===== src/rtl/lab5_birth_rx.sv =====
// lab5_birth_rx: decodes active-low 7-segment patterns to BCD and tracks them
// against the birth sequence 2,0,0,1,0,5,1,3, recovering the counter index and period count.
`default_nettype none

module lab5_birth_rx (
  input  logic       clk,
  input  logic       rst,
  input  logic       seg_valid,
  input  logic [6:0] seg_data,
  output logic [3:0] digit,
  output logic       digit_valid,
  output logic       seg_err,
  output logic       locked,
  output logic [2:0] cnt_out,
  output logic       seq_err,
  output logic [7:0] periods
);

  typedef enum logic [0:0] {
    HUNT  = 1'b0,
    TRACK = 1'b1
  } state_t;

  localparam logic [7:0] PERIODS_MAX = 8'd255;

  state_t     state_q, state_d;
  logic [3:0] digit_q, digit_d;
  logic       digit_valid_q, digit_valid_d;
  logic       seg_err_q, seg_err_d;
  logic       seq_err_q, seq_err_d;
  logic [2:0] cnt_q, cnt_d;
  logic [7:0] periods_q, periods_d;

  logic       dec_legal;
  logic [3:0] dec_digit;
  logic       dec_anchor;
  logic [2:0] anchor_idx;
  logic [2:0] next_idx;
  logic [3:0] exp_digit;

  // Digit expected at each counter index of the birth sequence.
  function automatic logic [3:0] seq_digit(input logic [2:0] idx);
    case (idx)
      3'd0:    seq_digit = 4'd2;
      3'd1:    seq_digit = 4'd0;
      3'd2:    seq_digit = 4'd0;
      3'd3:    seq_digit = 4'd1;
      3'd4:    seq_digit = 4'd0;
      3'd5:    seq_digit = 4'd5;
      3'd6:    seq_digit = 4'd1;
      default: seq_digit = 4'd3;
    endcase
  endfunction

  always_comb begin
    dec_legal = 1'b1;
    dec_digit = 4'd0;
    case (seg_data)
      7'h40:   dec_digit = 4'd0;
      7'h79:   dec_digit = 4'd1;
      7'h24:   dec_digit = 4'd2;
      7'h30:   dec_digit = 4'd3;
      7'h19:   dec_digit = 4'd4;
      7'h12:   dec_digit = 4'd5;
      7'h02:   dec_digit = 4'd6;
      7'h78:   dec_digit = 4'd7;
      7'h00:   dec_digit = 4'd8;
      7'h10:   dec_digit = 4'd9;
      default: dec_legal = 1'b0;
    endcase
  end

  // Anchors appear at exactly one index, so they pin the counter on sight.
  always_comb begin
    dec_anchor = 1'b0;
    anchor_idx = 3'd0;
    case (dec_digit)
      4'd2: begin dec_anchor = 1'b1; anchor_idx = 3'd0; end
      4'd5: begin dec_anchor = 1'b1; anchor_idx = 3'd5; end
      4'd3: begin dec_anchor = 1'b1; anchor_idx = 3'd7; end
      default: ;
    endcase
  end

  assign next_idx  = cnt_q + 3'd1;
  assign exp_digit = seq_digit(next_idx);

  always_comb begin
    state_d       = state_q;
    digit_d       = digit_q;
    digit_valid_d = 1'b0;
    seg_err_d     = 1'b0;
    seq_err_d     = 1'b0;
    cnt_d         = cnt_q;
    periods_d     = periods_q;

    if (seg_valid) begin
      if (!dec_legal) begin
        seg_err_d = 1'b1;
        state_d   = HUNT;
      end else begin
        digit_d       = dec_digit;
        digit_valid_d = 1'b1;
        case (state_q)
          HUNT: begin
            if (dec_anchor) begin
              state_d = TRACK;
              cnt_d   = anchor_idx;
            end
          end
          TRACK: begin
            if (dec_digit == exp_digit) begin
              cnt_d = next_idx;
              if (cnt_q == 3'd7 && periods_q != PERIODS_MAX) begin
                periods_d = periods_q + 8'd1;
              end
            end else begin
              seq_err_d = 1'b1;
              // An anchor relocks in place; anything else drops back to hunting.
              if (dec_anchor) begin
                cnt_d = anchor_idx;
              end else begin
                state_d = HUNT;
              end
            end
          end
          default: state_d = HUNT;
        endcase
      end
    end
  end

  always_ff @(posedge clk or posedge rst) begin
    if (rst) begin
      state_q       <= HUNT;
      digit_q       <= 4'd0;
      digit_valid_q <= 1'b0;
      seg_err_q     <= 1'b0;
      seq_err_q     <= 1'b0;
      cnt_q         <= 3'd0;
      periods_q     <= 8'd0;
    end else begin
      state_q       <= state_d;
      digit_q       <= digit_d;
      digit_valid_q <= digit_valid_d;
      seg_err_q     <= seg_err_d;
      seq_err_q     <= seq_err_d;
      cnt_q         <= cnt_d;
      periods_q     <= periods_d;
    end
  end

  assign digit       = digit_q;
  assign digit_valid = digit_valid_q;
  assign seg_err     = seg_err_q;
  assign locked      = (state_q == TRACK);
  assign cnt_out     = cnt_q;
  assign seq_err     = seq_err_q;
  assign periods     = periods_q;

endmodule

`default_nettype wire


===== config.mk =====
export PLATFORM = sky130hd
export DESIGN_NAME = lab5_birth_rx
export DESIGN_NICKNAME = d
export VERILOG_FILES = /design/src/rtl/lab5_birth_rx.sv
export SDC_FILE = /design/constraint.sdc
export NUM_CORES = 1
export LEC_CHECK = 0
export BUFFER_PORTS_ARGS = -buffer_cell sky130_fd_sc_hd__buf_2
export CAP_MARGIN = 20
export CORE_MARGIN = 1.5
export CORE_UTILIZATION = 54
export CTS_BUF_LIST = sky130_fd_sc_hd__clkbuf_8
export CTS_CLUSTER_DIAMETER = 30
export CTS_CLUSTER_SIZE = 24
export DETAILED_ROUTE_END_ITERATION = 10
export GPL_TIMING_DRIVEN = 0
export HOLD_SLACK_MARGIN = 0.08
export PLACE_DENSITY = 0.87
export SYNTH_ARGS = -nofsm -noshare
export SYNTH_HDL_FRONTEND = slang
export SYNTH_SLANG_ARGS = --single-unit

===== constraint.sdc =====
create_clock -name clk -period 6.2 [get_ports clk]
set_input_delay 0.62 -clock clk [delete_from_list [all_inputs] [get_ports clk]]
set_output_delay 0.62 -clock clk [all_outputs]
set_load 0.05 [all_outputs]

==> flow_summary.yaml <==
run_status:
  status: "completed"
floorplan:
  die_area_um2: 2670
  rows: 17
  die-width_um: 51.7
  core-area_um2: 2230
  dieHeight_um: 51.7
  start_util_pct: 57.3
  ios: 29
global_routing:
  grt_use_met2_pct: 41.0
  grt.total_usage_pct: 23.9
  grt_pass1_wl_um: 4660
  grt_busiest_layer: "met2"
  antenna_found_initial: 0
  overflow: 0
  grt_max_degree: 20
  first_global_vias: 1058
  grtUsageMet1_pct: 29.3
  met3_usage_pct: 7.18
logic_synthesis:
  yosysTopAreaCellShare_pct: 37.1
  netlist_instances: 129
  netlist_top_cells_count: "dfrtp_1, inv_1, nand3_1, xnor2_1"
  async_reset_ff_share_pct: 100
  syn_nets: 146
  synth.distinct_cells: 49
  synth_warnings: 0
  synth-edff-count: 0
  synth_seq_cells: 19
  ys_top_cells_by_area: "dfrtp_1, ha_1, xnor2_1"
  syn_area_um2: 1280
  ys_seq_area_share_pct: 37.1
  yosysTopAreaCell: "dfrtp_1"
  synth.most_common_cell: "dfrtp_1"
  ys.flop_type: "dfrtp_1"
  syn_avg_cell_area_um2: 9.92
placed_design:
  hpwl_um: 2120
  gp_congestion: 0.836
  port_buffers: 28
  dpl_cell_area_um2: 1460
detailed_routing:
  vias: 1115
  finalWirelength_um: 2810
  avgRoutedWirePerCell_um: 14.9
  final_antenna_net_count: 0
  drt_iter0_drc: 25
  first_pass_iters: 4
  drt_drc_violations_left: 0
  via_per_inst: 5.90
timing:
  slew_headroom_pct: 45.8
  tns_ns: 0
  grt_setup_unrepaired: "false"
  fin_crit_sh_pct: 42.1
  drv_slew: 0
  worst_pin_slew_ns: 0.805
  clock.fmax_ghz: 0.383
  fin_skew_ns: 0.00133
  setup_viol: 0
  hold_viol: 0
  min_period_ns: 2.61
power_and_ir_drop:
  ir_worst_vdd_mv: 0.167
  power_uw: 291
  leakagePower_uw: 0.000729
  power_density_nw_per_um2: 194
layout:
  fin_nets: 179
  antenna_cells: 0
  layout-drive-gt1-share_pct: 28.6
  final_cell_area_um2: 1500
  syn_to_final_growth_pct: 17.3
clocking:
  holdBufCountCts: 0
  clock-sinks: 19
  cts_buffers: 3
  insertion_delay_ns: 0.26
  cts_htree_levels: 1
  clockRootBuffer: "clkbuf_8"
  path_clk_slew_ns: 0.07
  postCtsSetupBuffers: 0
  clockBufferDepth: 2
  cts_tree: "done"
  cts_resized: 0
setup_path:
  required_ns: 6.34
  endpoint_kind: "register"
  crit-reg2reg-launch: "cnt_out[0]"
  crit_chain: "ha_1 -> ha_1 -> nand2_1 -> a2111o_1 -> o211ai_1 -> nand3b_2 -> nor3b_4 -> buf_6 -> mux2i_1 -> o2bb2ai_1"
  crit_path_max_fanout: 10
  worstSetupPathType: "reg2reg"
  reg2reg_to: "cnt_out[2]"
  max_stage_delay_ns: 0.45
  crit_slowest_cell: "dfrtp_1"
  reg2regPathDepth: 10
  reg2reg_slack_ns: 3.59
  cp.arrival_ns: 2.75
  critPathLaunchType: "register"
  cp_common_cell: "ha_1"
flow_run:
  drv_cap: 0
hold_path:
  min_path_type: "in2async"
logic make-up (layout without fill, tap and decap cells):
family / count (synthesis) / after routing / synth area share (%)
simple gates: 51 / 51 / 25.8
compound gates: 25 / 25 / 15.3
flops: 19 / 19 / 37.1
buf+inv: 16 / 48 / 7.04
xor+xnor: 9 / 9 / 6.16
fa+ha+maj: 7 / 7 / 6.84
mux: 2 / 2 / 1.66
critical path: cells and delay by family, from the launching register on:
| kind | cells | cell delay, ns |
|---|---|---|
| and+or+nand+nor | 3 | 0.52 |
| DFF | 1 | 0.45 |
| adders and majority gates | 2 | 0.58 |
| buffers and inverters | 1 | 0.18 |
| muxes | 1 | 0.20 |
| AOI/OAI and AO/OA | 3 | 0.55 |
sequential cells by signal (all words and copies together) (netlist names):
signal and count:
seq_err 1, digit 4, cnt_out 3, digit_valid 1, periods 8, locked 1
seg_err 1
per-stage QoR:
stage               hold WS, ns  setup slack [ns]  utilization (%)  cells
floorplan                 0.571              3.58                -    129
global placement          0.461              3.46             65.2    185
global route              0.527              3.39             67.2    189
CTS                       0.486              3.59             67.2    189
detailed placement        0.485              3.38             65.2    185
finish                    0.460              3.59             67.2    189
where the power goes:
group,internal [uW],leakage [uW],total [uW],switching (uW)
registers,131,0.000253,135,3.63
logic,20.2,0.000451,68.9,48.8
clock network,44.7,0.0000255,87.1,42.4
area by class of cell:
cell class / instances / area [um2]
Sequential cell: 19 / 475
Fill cell: 176 / 732
Clock inverter: 1 / 5.00
Timing Repair Buffer: 28 / 140
Inverter: 11 / 46.3
Multi-Input combinational cell: 94 / 714
Tap cell: 28 / 35.0
Buffer: 5 / 43.8
Clock buffer: 3 / 41.3
metal layers:
metal | up-vias | wire length (um)
met4 | 0 | 17
met2 | 34 | 1410
met3 | 4 | 114
li1 | 540 | -
met1 | 537 | 1270
met5 | - | 0
cell usage in the layout, fill, tap and decap left out, drive strengths merged, types with 2 or more instances in the layout:
cell type	synthesis	routed
nand2	3	3
o211ai	2	2
and3	4	4
nand3	9	9
ha	7	7
nor3	2	2
nand4	7	7
a21oi	3	3
xnor2	8	8
nor2b	5	5
clkinv	1	2
buf	5	33
o21ai	4	4
inv	10	10
dfrtp	19	19
nand3b	3	3
o221ai	3	3
nor3b	2	2
nor2	6	6
a31oi	3	3
clkbuf	0	3
how the worst max path moves through the flow:
stage,start,end,slack (ns),cells past startpoint
5_1_grt,cnt_out[0],periods[2],3.39,10
2_1_floorplan,cnt_out[0],periods[1],3.58,9
3_3_place_gp,seg_data[2],periods[1],3.46,8
4_1_cts,cnt_out[0],periods[2],3.59,10
6_report,cnt_out[0],cnt_out[2],3.59,10
3_5_place_dp,seg_data[5],periods[1],3.38,11
(Power assumes the default switching activity.)
